===== src/rtl/spi_req_arbiter.sv =====
`default_nettype none
// ============================================================================
// Module   : spi_req_arbiter
// Brief    : Round-robin sharing of one SPI master among NREQ requesters,
//            with a watchdog that releases the bus on a stuck master.
// Revision : 1.0
// ============================================================================
module spi_req_arbiter #(
    parameter int NREQ      = 4,
    parameter int REG_WIDTH = 8,
    parameter int TIMEOUT   = 64
) (
    input  logic                      sys_clk,
    input  logic                      rstn,
    input  logic [NREQ-1:0]           req,
    input  logic [NREQ*REG_WIDTH-1:0] tx_data,
    output logic [NREQ-1:0]           gnt,
    output logic [NREQ-1:0]           done,
    output logic                      err,
    output logic [REG_WIDTH-1:0]      rx_data,
    output logic                      busy,
    output logic                      m_start,
    output logic [REG_WIDTH-1:0]      m_tx,
    input  logic                      m_done,
    input  logic [REG_WIDTH-1:0]      m_rx
);

    localparam int c_IDX_W = $clog2(NREQ);
    localparam int c_WDG_W = $clog2(TIMEOUT);
    localparam logic [c_IDX_W-1:0] c_LAST_RST = c_IDX_W'(NREQ - 1);
    localparam logic [c_WDG_W-1:0] c_WDG_ONE  = c_WDG_W'(1);
    localparam logic [c_WDG_W-1:0] c_WDG_LAST = c_WDG_W'(TIMEOUT - 1);
    localparam logic [NREQ-1:0]    c_GNT_ONE  = NREQ'(1);

    typedef enum logic [2:0] {
        S_IDLE  = 3'd0,
        S_GRANT = 3'd1,
        S_START = 3'd2,
        S_WAIT  = 3'd3,
        S_DONE  = 3'd4
    } state_t;

    state_t                 r_state;
    logic [c_IDX_W-1:0]     r_last;
    logic [c_WDG_W-1:0]     r_wdog;
    logic [NREQ-1:0]        r_gnt;
    logic [NREQ-1:0]        r_done;
    logic                   r_err;
    logic                   r_busy;
    logic                   r_m_start;
    logic [REG_WIDTH-1:0]   r_m_tx;
    logic [REG_WIDTH-1:0]   r_rx_data;

    logic                   w_found;
    logic [c_IDX_W-1:0]     w_winner;
    logic [REG_WIDTH-1:0]   w_tx;

    function automatic int wrap_idx(input logic [c_IDX_W-1:0] base, input int step);
        return (int'(base) + step) % NREQ;
    endfunction

    // Search starts just after the previous winner, so the last winner has lowest priority.
    always_comb begin
        w_found  = 1'b0;
        w_winner = r_last;
        w_tx     = '0;
        for (int k = 1; k <= NREQ; k++) begin
            if (!w_found && req[wrap_idx(r_last, k)]) begin
                w_found  = 1'b1;
                w_winner = c_IDX_W'(wrap_idx(r_last, k));
                w_tx     = tx_data[wrap_idx(r_last, k)*REG_WIDTH +: REG_WIDTH];
            end
        end
    end

    always_ff @(posedge sys_clk or negedge rstn) begin
        if (!rstn) begin
            r_state   <= S_IDLE;
            r_last    <= c_LAST_RST;
            r_wdog    <= '0;
            r_gnt     <= '0;
            r_done    <= '0;
            r_err     <= 1'b0;
            r_busy    <= 1'b0;
            r_m_start <= 1'b0;
            r_m_tx    <= '0;
            r_rx_data <= '0;
        end else begin
            r_done    <= '0;
            r_err     <= 1'b0;
            r_m_start <= 1'b0;
            case (r_state)
                S_IDLE: begin
                    if (|req) begin
                        r_gnt   <= c_GNT_ONE << w_winner;
                        r_last  <= w_winner;
                        r_m_tx  <= w_tx;
                        r_busy  <= 1'b1;
                        r_state <= S_GRANT;
                    end
                end
                S_GRANT: begin
                    r_m_start <= 1'b1;
                    r_wdog    <= '0;
                    r_state   <= S_START;
                end
                // The watchdog counts cycles since the start strobe, START included.
                S_START: begin
                    r_wdog  <= c_WDG_ONE;
                    r_state <= S_WAIT;
                end
                S_WAIT: begin
                    if (m_done) begin
                        r_rx_data <= m_rx;
                        r_done    <= r_gnt;
                        r_gnt     <= '0;
                        r_state   <= S_DONE;
                    end else if (r_wdog == c_WDG_LAST) begin
                        r_err   <= 1'b1;
                        r_gnt   <= '0;
                        r_busy  <= 1'b0;
                        r_state <= S_IDLE;
                    end else begin
                        r_wdog <= r_wdog + c_WDG_ONE;
                    end
                end
                S_DONE: begin
                    r_busy  <= 1'b0;
                    r_state <= S_IDLE;
                end
                default: begin
                    r_gnt   <= '0;
                    r_busy  <= 1'b0;
                    r_state <= S_IDLE;
                end
            endcase
        end
    end

    assign gnt     = r_gnt;
    assign done    = r_done;
    assign err     = r_err;
    assign busy    = r_busy;
    assign m_start = r_m_start;
    assign m_tx    = r_m_tx;
    assign rx_data = r_rx_data;

endmodule
`default_nettype wire


===== config.mk =====
export PLATFORM = sky130hd
export DESIGN_NAME = spi_req_arbiter
export DESIGN_NICKNAME = d
export VERILOG_FILES = /design/src/rtl/spi_req_arbiter.sv
export SDC_FILE = /design/constraint.sdc
export NUM_CORES = 1
export LEC_CHECK = 0
export ABC_AREA = 1
export CAP_MARGIN = 20
export CORE_ASPECT_RATIO = 0.75
export CORE_UTILIZATION = 25
export DETAILED_ROUTE_END_ITERATION = 8
export GPL_TIMING_DRIVEN = 1
export SYNTH_ARGS = -nofsm -noshare
export SYNTH_HDL_FRONTEND = slang
export SYNTH_SLANG_ARGS = --single-unit

===== constraint.sdc =====
create_clock -name sys_clk -period 2.77 [get_ports sys_clk]
set_input_delay 0.4155 -clock sys_clk [delete_from_list [all_inputs] [get_ports sys_clk]]
set_output_delay 0.4155 -clock sys_clk [all_outputs]
set_load 0.02 [all_outputs]

After elaboration in Yosys (flattened, before gate mapping)
Index checks and enable logic that the tools add are counted.
{ "classes": {"eq_ne": 10, "n_reduce_logical": 21, "n_mux": 44, "n_bitwise": 6, "n_lt_le_gt_ge": 4, "addsub": 5, "shift": 5} }
{ "ops": {"columns": ["operator", "count"], "rows": [
  ["32-bit by 6-bit indexed part select with 8-bit output", 4],
  ["8-bit two-way mux", 4],
  ["4-bit two-way mux", 5],
  ["1-bit two-way mux", 18],
  ["6-bit one-hot mux with 3 select lines", 1],
  ["3-bit by 4-bit < comparator with 1-bit output (second input constant)", 4],
  ["6-bit two-way mux", 2],
  ["3-bit one-hot mux with 4 select lines", 1],
  ["4-bit one-hot mux with 3 select lines", 1],
  ["2-bit OR reduction", 5],
  ["3-bit two-way mux", 3],
  ["1-bit binary-select mux with 2-bit select", 4],
  ["2-bit two-way mux", 4],
  ["2-bit != test (second input constant)", 4],
  ["6-bit by 1-bit adder with 6-bit output (second input constant)", 1],
  ["3-bit by 2-bit == test with 1-bit output (second input constant)", 2],
  ["6-bit == test (second input constant)", 1],
  ["2-bit AND reduction", 3],
  ["3-bit AND reduction", 2],
  ["2-bit by 1-bit adder with 2-bit output (second input constant)", 2],
  ["2-bit adder (second input constant)", 2],
  ["1-bit bitwise AND (first input constant)", 4],
  ["4-bit AND reduction", 1],
  ["4-bit OR reduction", 1],
  ["11 further kinds", 16]
]} }
{ "word_totals": {"word_cells": 105, "input_bits": 47, "register_bits": 38, "out_inout_bits": 27} }

Logic depth before layout (Yosys ltp)
{ "logic_depth": {"depth_word": 19, "mapped_depth": 13, "mapped_depth_nobuf": 12} }

Least setup slack after synthesis
OpenSTA, ideal clock, no wires.
{ "synth_path": {"path_kind": "reg-to-reg", "start": "register r_last[0]", "end": "register r_gnt[0], in the netlist gnt[0]", "stages_incl_launch_ff": 14, "n_path_buf": 2, "setup_time_ps": 116, "arrival_ps": 1492, "synth_period_minus_slack_ps": 1608, "path_slack_ps": 1162, "path_cell_list": "dfstp_2 buf_4 nand2_1 nand2_2 nand2_2 nand2_4 buf_6 nand2_1 nand2_1 nand2_1 nand2_1 nor2_2 nand2_1 nand2_1"} }
{ "synth_via": {"elab_chain_len": 17, "elab_cells_between_ends": 32} }
{ "synth_rtl": {"columns": ["element", "line", "text"], "rows": [
  ["start, declared", "44", "logic [c_IDX_W-1:0] r_last;"],
  ["start signal, assigned", "79", "r_last <= c_LAST_RST;"],
  ["start signal, assigned", "96", "r_last <= w_winner;"],
  ["2-bit by 1-bit adder with 2-bit output", "59", "return (int'(base) + step) % NREQ;"],
  ["1-bit binary-select mux with 2-bit select", "68", "if (!w_found && req[wrap_idx(r_last, k)]) begin"],
  ["1-bit two-way mux (implied by the code) (2 in series)", "68", null],
  ["1-bit two-way mux", "68", null],
  ["1-bit zero test", "68", null],
  ["1-bit logical AND", "68", null],
  ["1-bit two-way mux", "68", null],
  ["1-bit zero test", "68", null],
  ["1-bit logical AND", "68", null],
  ["1-bit two-way mux", "68", null],
  ["1-bit zero test", "68", null],
  ["1-bit logical AND", "68", null],
  ["2-bit two-way mux *", "68", null],
  ["1-bit by 2-bit left shift with 4-bit output *", "95", "r_gnt <= c_GNT_ONE << w_winner;"],
  ["4-bit two-way mux *", "94", "if (|req) begin"],
  ["4-bit one-hot mux with 3 select lines *", "92", "case (r_state)"],
  ["end signal, assigned", "95", null],
  ["end, declared", "46", "logic [NREQ-1:0] r_gnt;"]
]} }
Every way passes the cells marked *; elsewhere a longest branch is shown, timed or not. The select of a mux whose other input is x is not followed.
A chain may end at the register's enable or synchronous reset.

Final worst setup path
{ "layout_path": {"start": "register r_last[1]", "end": "register r_last[0]"} }
{ "layout_via": {"elab_chain_len": 14, "elab_cells_between_ends": 29} }
{ "layout_rtl": {"columns": ["element", "line"], "rows": [
  ["2-bit by 1-bit adder with 2-bit output", "59"],
  ["1-bit binary-select mux with 2-bit select", "68"],
  ["1-bit two-way mux (implied by the code) (2 in series)", "68"],
  ["1-bit two-way mux", "68"],
  ["1-bit zero test", "68"],
  ["1-bit logical AND", "68"],
  ["1-bit two-way mux", "68"],
  ["1-bit zero test", "68"],
  ["1-bit logical AND", "68"],
  ["1-bit two-way mux", "68"],
  ["1-bit zero test", "68"],
  ["1-bit logical AND", "68"],
  ["2-bit two-way mux *", "68"]
]} }
Marks and branches as above.

==> metrics <==
post_cts resized 0; Setup Skew 0.00416 ns; Worst R2R End r_last[0]$_DFFE_PN1P_; Post-Route WL between 7 and 8 mm; P_int 2.13 mW; Post-Syn Area per Cell 6.05 um^2; number of distinct library cells after synthesis 28; CTS tree yes; Syn Nets ~530; most area-consuming cells after synthesis dfrtp_1 31%, nand2_1 28%, o21ai_0 8.8%, nand3_1 6.8%, nor2_1 5.1%; setup TNS 0 ns; Hold Buf Count CTS 0; ratio of cells with drive above 1 in the final layout 6.28%; Placer Congestion 0.813; Worst path slowest cell dfstp_2; crit path max fanout 21; worst-margin pin slew 0.846 ns; ys async rst share 100%; post-DR wirelength/cell roughly 11 um; FF+latch count, synth 38; pin count of the biggest net entering global routing 53; nets@finish between 500 and 600; RSZ-0062 raised after global routing no; dpl cells 673; port bufs 73; synthesized area 2890 um^2; clock latency on the worst-skew pair 0.28 ns; FF-to-FF Start r_last[1]$_DFFE_PN1P_; leakage power 1.87 nW; post-route ant nets 0; Syn. warnings 0; min-delay worst type input port to asynchronous set/reset pin; non-filler cells, final 681; Pre-Repair DR Iteration Count 5; die area 12000 um^2; Fin. Hold Viols 0; Most used DFF post-synth dfrtp_1; Ports 74; DP HPWL 5.85 mm; peak supply drop 0.000405 V; Min Clock Period, post-route 2.12 ns; Clock transition at path regs 0.06 ns; n_diodes 0; CTS Sinks 38; postcts setup bufs 0; top post-synthesis cells by count 214 x nand2_1, 51 x o21ai_0, 39 x nand3_1, 39 x nor2_1, 36 x dfrtp_1; Worst R2R Path Depth 10; # DRC 0; Via density 4.51; Setup-failing EPs final 0; gate count of the mapped netlist 478; Initial Util between 20% and 30%; post-synthesis sequential area ratio between 30% and 40%; count leader, synth nand2_1; first-pass GRT wire length 12.8 mm; CP Data Arrival Time about 2.3 ns; critical path required time slightly below 3 ns; Max Root-Sink Buffers 2; vias in the first global route 2783; GRT Overall Usage 13.2%; core box area 11100 um^2; logic gate share of total power 65.6%; Clk network pwr share between 10% and 20%; relative slew slack a little over two fifths; P_sw 2.29 mW; area leader, netlist dfrtp_1; MaxCap Viol Count 0; initial antenna violation count 0; Die Width 126 um; status completed; Std-Cell Rows 33; total CTS buffers 5; CP Launch Type flop; H-tree Lvls 2; fin. max-slew vios 0; Layout area overhead 33.0%; delay of the slowest cell on the worst path 0.62 ns; f_max 0.471 GHz; CP endpoint kind flop; reg-to-reg slack, setup 0.65 ns; top cell type's share of synthesized area just over 30%; Power Density 1150 nW/um^2; die height roughly 95 um; Clock Root Buffer clkbuf_16; Switching Fraction 51.8%; Post-synth EDFFs 0; sequential power share 21.3%; grt total ovfl 0; Setup CP Type flop to flop; Final Cycle Share 76.7%; crit path cell chain inv_2, nand2_1, nand2_4, nand2_2, nand2_4, nor2_8, nand3_1, nand2_1, nor2_2, nor2_1; Iter 0 DRT Violations 153; Vias a little over 3k
==> routing by layer <==
metal  GRT usage [%]  up-vias  wire length, um
li1                -     1630                -
met1            17.8     1348             3980
met2            21.4       86             3360
met3            3.20        5              390
met4            3.01        0               22
met5               0        -                0
==> state kept, by name, indices dropped and copies added (netlist names), 2 cells and up <==
| register | count |
|---|---|
| m_tx | 8 |
| rx_data | 8 |
| r_wdog | 6 |
| done | 4 |
| gnt | 4 |
| r_state | 3 |
| r_last | 2 |
==> layout make-up <==
type	instances	area (um^2)
multi-input combinational	381	1670
sequential	38	953
inverter	38	143
clock inverter	2	12.5
fill	1194	7260
timing repair buffer	76	748
tap	140	175
clock buffer	6	139
==> metrics by stage <==
step	hold slack [ns]	area, um^2	power, mW	worst slack, ns	utilization, %
2_1_floorplan	0.120	2890	3.12	1.16	-
3_3_place_gp	0.477	3690	3.81	0.570	33.2
3_5_place_dp	0.469	3690	3.85	0.530	33.2
4_1_cts	0.289	3840	4.44	0.654	34.6
5_1_grt	0.335	3840	4.86	0.436	34.6
6_report	0.244	3840	4.41	0.646	34.6
==> power groups by stage <==
stage          Combinational (mW)  Clock (mW)  Sequential [mW]
6_report                     2.90       0.579            0.938
5_1_grt                      3.27       0.619            0.964
4_1_cts                      2.91       0.592            0.939
3_5_place_dp                 2.91           0            0.942
3_3_place_gp                 2.86           0            0.945
2_1_floorplan                2.05           0             1.07
==> how the worst max path moves through the flow <==
stage                          startpoint                     to  cells past startpoint
finish              r_last[1]$_DFFE_PN1P_  r_last[0]$_DFFE_PN1P_                     10
global route        r_last[0]$_DFFE_PN1P_    m_tx[0]$_DFFE_PN0P_                     10
CTS                 r_last[0]$_DFFE_PN1P_  r_last[0]$_DFFE_PN1P_                     10
detailed placement                 req[2]    m_tx[7]$_DFFE_PN0P_                      7
global placement                   req[2]    m_tx[0]$_DFFE_PN0P_                      7
floorplan           r_last[0]$_DFFE_PN1P_     gnt[0]$_DFFE_PN0P_                     13
==> cells by family after synthesis <==
family                     Yosys count  synth area share [%]
xor gates and xnor gates             2                 0.606
adders and majority gates            1                 0.433
buffers and inverters               59                  9.13
DFF                                 38                  33.0
and+or+nand+nor                    318                  46.4
AOI/OAI and AO/OA                   60                  10.4
==> critical path, delay by kind of cell, from the launching register on <==
| kind | cells | cell delay (ns) |
|---|---|---|
| and+or+nand+nor | 9 | 1.24 |
| DFF | 1 | 0.62 |
| buffers and inverters | 1 | 0.18 |
==> cell usage in the layout, fill, tap and decap left out <==
master and n:
clkinv_2 1, nand2_2 9, nand2_4 2, nand3_1 39, nand3b_1 1, o21ai_1 4
clkbuf_8 1, nand4_1 4, a21oi_1 5, nand2_1 214, clkinv_1 2, nor2_2 2
clkinvlp_4 1, nand3_2 1, o21ai_0 51, inv_2 3, clkbuf_16 5, dfstp_2 2
nor3_1 3, dfrtp_1 36, ha_1 1, buf_4 3, nor4_1 1, nor2_8 1
xor2_1 2, nor2_4 2, nor2_1 39, inv_1 33, buf_2 1, clkdlybuf4s50_1 72
(Power assumes the default switching activity.)
==> RTL change 1, RTL diff (config.mk and constraints unchanged) <==
Encoding of `state_t`: now one-hot (5 bits for 5 states).
--- a/src/rtl/spi_req_arbiter.sv
+++ b/src/rtl/spi_req_arbiter.sv
@@ -32,12 +32,12 @@
     localparam logic [c_WDG_W-1:0] c_WDG_LAST = c_WDG_W'(TIMEOUT - 1);
     localparam logic [NREQ-1:0]    c_GNT_ONE  = NREQ'(1);
 
-    typedef enum logic [2:0] {
-        S_IDLE  = 3'd0,
-        S_GRANT = 3'd1,
-        S_START = 3'd2,
-        S_WAIT  = 3'd3,
-        S_DONE  = 3'd4
+    typedef enum logic [4:0] {
+        S_IDLE  = 5'b00001,
+        S_GRANT = 5'b00010,
+        S_START = 5'b00100,
+        S_WAIT  = 5'b01000,
+        S_DONE  = 5'b10000
     } state_t;
 
     state_t                 r_state;
Behaviour: same outputs for any inputs over 4 cycles, from zero or initial values and one cycle with rstn low; so few cycles prove little.
==> RTL change 1 against the unedited design <==
Non-clock buffer count up 2. Synthesized area up 1.4%. Setup slack worse by 0.13 ns. Design area up 1.2%. Total power down 3.2%. Wire length up 1.5%. Sequential cell count up 2. Sequential share of layout area up 1.0 points. Utilization up 0.30 points. Global-route usage up 0.11 points. Critical path type unchanged. Critical endpoint is now m_tx[2]$_DFFE_PN0P_.
==> RTL change 1: results (changes against the unedited design) <==
| Metric | Value |
|---|---|
| Maximum clock path buffer count | `2 (unchanged)` |
| M1 wire length | `3807 um (-4.4%)` |
| Met3 wire len | `406 um (+4.1%)` |
| Critical path launch point | `r_last[0]$_DFFE_PN1P_` |
| Depth of the most critical reg-to-reg path | `11 (+1)` |
| Largest net degree at the start of global routing | `49 (-7.5%)` |
| First-pass GRT wire length | `13230 um (+3.6%)` |
| Weighted congestion at the end of routability-driven global placement | `0.9287 (+14%)` |
| Met3 Resource Use GR | `2.835% (-0.36 points)` |
| Number of DRC violations after detailed-routing iteration 0 | `207 (+35%)` |
| Share of the cycle needed by the critical path after routing | `81.41% (+4.7 points)` |
| R2r setup slk | `0.51 ns (-0.13 ns)` |
| Crit path to | `m_tx[2]$_DFFE_PN0P_` |
| Average via count per standard cell | `4.610 (+2.3%)` |
| Number of cells in the design after placement | `677 (+0.59%)` |
| Worst Hold Slack | `0.2594 ns (+0.01583 ns)` |
| Non-filler cells, final | `685 (+0.59%)` |
| Largest fanout on the critical path | `25 (+19%)` |
| Layout cells sized above 1 | `6.239% (-0.046 points)` |
| Routed wire length on met2 | `3540 um (+5.5%)` |
| Antenna violations before repair | `0 (unchanged)` |
| Biggest cell delay along the critical path | `0.67 ns (+0.05 ns)` |
| Global routing met2 resource utilization | `22.48% (+1.1 points)` |
| Minimum setup slack after placement | `0.5551 ns (+0.02537 ns)` |
| GRT Overall Usage | `13.31% (+0.11 points)` |
| Arrival time of the worst setup path | `2.46 ns (+0.13 ns)` |
| Share of the yosys chip area belonging to registers | `34.29% (+1.3 points)` |
| Met1 global-route usage | `17.53% (-0.25 points)` |
| Syn_area_per_cell | `6.105 um2 (+0.96%)` |
| Area share of xor/xnor cells in the synthesized design | `0.2989% (-0.31 points)` |
| Static leakage | `0.001900 uW (+1.8%)` |
| Pre-antenna DRT Iters | `4 (-1)` |
| Net Count, Synth | `528 (+0.38%)` |
| Cell types with the largest area share after synthesis | `dfrtp_1, nand2_1, o21ai_0, nand3_1, nor2_1` |
| Outcome | `finished clean` |
| Max stage delay cell, worst path | `dfstp_2` |
| Compound-Gate Fraction of Synth Area | `10.42% (+0.029 points)` |
| Worst ir drop on vdd | `370.6 uV (-8.4%)` |
| Post-synthesis adder-cell area fraction | `0.4270% (-0.0059 points)` |
| Average routed wire per standard cell | `11.48 um (+0.90%)` |
| Detailed placement HPWL | `6219 um (+6.3%)` |
| Post-synthesis async set-or-reset flop share | `100.0% (unchanged)` |
| Commonest cells in the netlist | `nand2_1, o21ai_0, nand3_1, nor2_1, dfrtp_1` |
| Post-CTS Setup Repair Bufs | `0 (unchanged)` |
| Placed standard-cell area | `0.003742 mm2 (+1.4%)` |
| Vias in the first global route | `3009 (+8.1%)` |
| Worst slew margin relative to its limit | `41.84% (-1.7 points)` |
| Net count of the finished layout | `592 (+0.68%)` |
| Layout Skew | `0.006800 ns (+0.002638 ns)` |
-- RTL change 1: cell types whose count changed after synthesis, moves of 2 or more --
| cell | delta |
|---|---|
| inv_1 | +2 |
| o21ai_0 | +6 |
| nand2_2 | -3 |
| buf_2 | +4 |
| a21oi_1 | -2 |
| nand2_1 | -2 |
| clkbuf_1 | -3 |
| o21ai_1 | -3 |
| nor2_2 | +2 |
| nand3_1 | +2 |
-- RTL change 1: where the power goes --
group          leakage (uW)  internal [uW]  total [uW]  switching, uW
Clock             0.0000766            354         565            211
Combinational       0.00131            975        2770           1790
Sequential         0.000517            786         939            153
Total               0.00190           2120        4270           2160
-- RTL change 1: layout make-up --
class / count / area, um2
clock buffers: 6 / 138.9
clock inverters: 2 / 10.01
fillers: 1169 / 7257
inverters: 38 / 142.6
multi-input cells: 381 / 1657
flip-flops and latches: 40 / 1005
well taps: 140 / 175.2
repair buffers: 78 / 763.2
==> RTL change 2, RTL diff (same flow settings) <==
Without the edit above. Change the parameter `REG_WIDTH` from 8 to 9.
--- a/src/rtl/spi_req_arbiter.sv
+++ b/src/rtl/spi_req_arbiter.sv
@@ -7,7 +7,7 @@
 // ============================================================================
 module spi_req_arbiter #(
     parameter int NREQ      = 4,
-    parameter int REG_WIDTH = 8,
+    parameter int REG_WIDTH = 9,
     parameter int TIMEOUT   = 64
 ) (
     input  logic                      sys_clk,
Interface: changed (resized m_rx, m_tx, rx_data and tx_data); port bits go from 74 to 81. No check against the original RTL was run, so the function may have changed too.
==> RTL change 2 against the unedited design <==
Design area increased by 11%. Sequential power increased by 9%. Synthesized area up 11%. Wire length grew 29%. Sequential cell count up 2. Total power is 11% higher. Critical path depth up 1. Setup slack worse by 0.16 ns. Sequential share of layout area decreased by 1.3 points. Largest cell class unchanged. Highest routed layer unchanged.
==> RTL change 2: results (changes against the unedited design) <==
| Metric | Value |
|---|---|
| Outcome | `finished clean` |
| Depth of the most critical reg-to-reg path | `11 (+1)` |
| Routed wire length on met2 | `4343 um (+29%)` |
| Number of cells in the design after placement | `760 (+13%)` |
| Largest net degree at the start of global routing | `41 (-23%)` |
| Number of DRC violations after detailed-routing iteration 0 | `305 (+99%)` |
| Most common flop cell mapped by yosys | `dfrtp_1` |
| Library cells used by synthesis | `35 (+25%)` |
| Minimum setup slack after placement | `0.4140 ns (-0.1158 ns)` |
| Biggest cell delay along the critical path | `0.73 ns (+0.11 ns)` |
| Non-clock buffer area fraction after layout | `19.34% (-0.12 points)` |
| Number of antenna cells inserted | `0 (unchanged)` |
| Weighted congestion at the end of routability-driven global placement | `0.9947 (+22%)` |
| Multi-input gates | `434 (+14%)` |
| Crit path to | `gnt[0]$_DFFE_PN0P_` |
| Worst ir drop on vdd | `365.7 uV (-9.6%)` |
| M1 wire length | `5030 um (+26%)` |
| Vias in the first global route | `3410 (+23%)` |
| Detailed placement HPWL | `7667 um (+31%)` |
| Number of signal-net inverters in the final layout | `36 (-5.3%)` |
| Gate count of the mapped netlist | `531 (+11%)` |
| Slew at the pin closest to its max-slew limit | `0.8979 ns (+0.05170 ns)` |
| Met3 wire len | `563 um (+44%)` |
| Post-CTS Setup Repair Bufs | `0 (unchanged)` |
| GRT Overall Usage | `15.12% (+1.9 points)` |
| Clk cell area share | `3.839% (-0.099 points)` |
| Routed via count | `3615 (+18%)` |
| I/O Buffers | `80 (+9.6%)` |
| R2r setup slk | `0.48 ns (-0.16 ns)` |
| Layout cells sized above 1 | `6.977% (+0.69 points)` |
| Layout Skew | `0.005018 ns (+0.0008559 ns)` |
| Cell at the root of the clock tree | `clkbuf_16` |
| Net count of the finished layout | `654 (+11%)` |
| First-pass GRT wire length | `16430 um (+29%)` |
| Max Fclk | `436.9 MHz (-7.2%)` |
| Net Count, Synth | `584 (+11%)` |
| Static leakage | `0.002076 uW (+11%)` |
| Filler cell count in the final layout | `1324 (+11%)` |
| Met3 Resource Use GR | `2.576% (-0.62 points)` |
| Met1 global-route usage | `22.02% (+4.2 points)` |
| Average routed wire per standard cell | `13.01 um (+14%)` |
| Share of the yosys chip area belonging to registers | `31.23% (-1.8 points)` |
| Arrival time of the worst setup path | `2.46 ns (+0.13 ns)` |
| Commonest cells in the netlist | `nand2_1, nor2_1, dfrtp_1, inv_1, o21ai_0` |
| Cell types with the largest area share after synthesis | `nand2_1, dfrtp_1, nor2_1, o21ai_0, nand3_1` |
| Largest fanout on the critical path | `27 (+29%)` |
| Buffers excl. clock | `84 (+11%)` |
| Seq. cell area | `0.001003 mm2 (+5.2%)` |
| Fraction of area in multi-input gates | `45.16% (+1.6 points)` |
| FF+latch count, synth | `40 (+5.3%)` |
==> RTL change 2: power by group <==
part	internal [uW]	switching (uW)	leakage [uW]	total (uW)
logic	1110	2150	0.00149	3260
registers	812	203	0.000506	1020
clock network	423	213	0.0000808	636
total	2340	2560	0.00208	4910
==> RTL change 2: metrics by stage <==
step                      instance area [um2]  util [%]  hold WS (ns)
after global placement                   4105     33.12        0.4638
after global routing                     4269     34.45        0.3531
final                                    4269     34.45        0.2739
after floorplan                          3213         -        0.1199
after CTS                                4269     34.45        0.3039
after detailed placement                 4105     33.12        0.4682
==> RTL change 2: kinds of logic (layout without fill, tap and decap cells) <==
group | Yosys count | in the layout | share of synthesized area [%]
simple gates | 371 | 371 | 48.99
compound gates | 59 | 59 | 9.813
xor+xnor | 3 | 3 | 0.8179
fa+ha+maj | 1 | 1 | 0.3893
flops | 40 | 40 | 31.23
buf+inv | 57 | 128 | 8.761
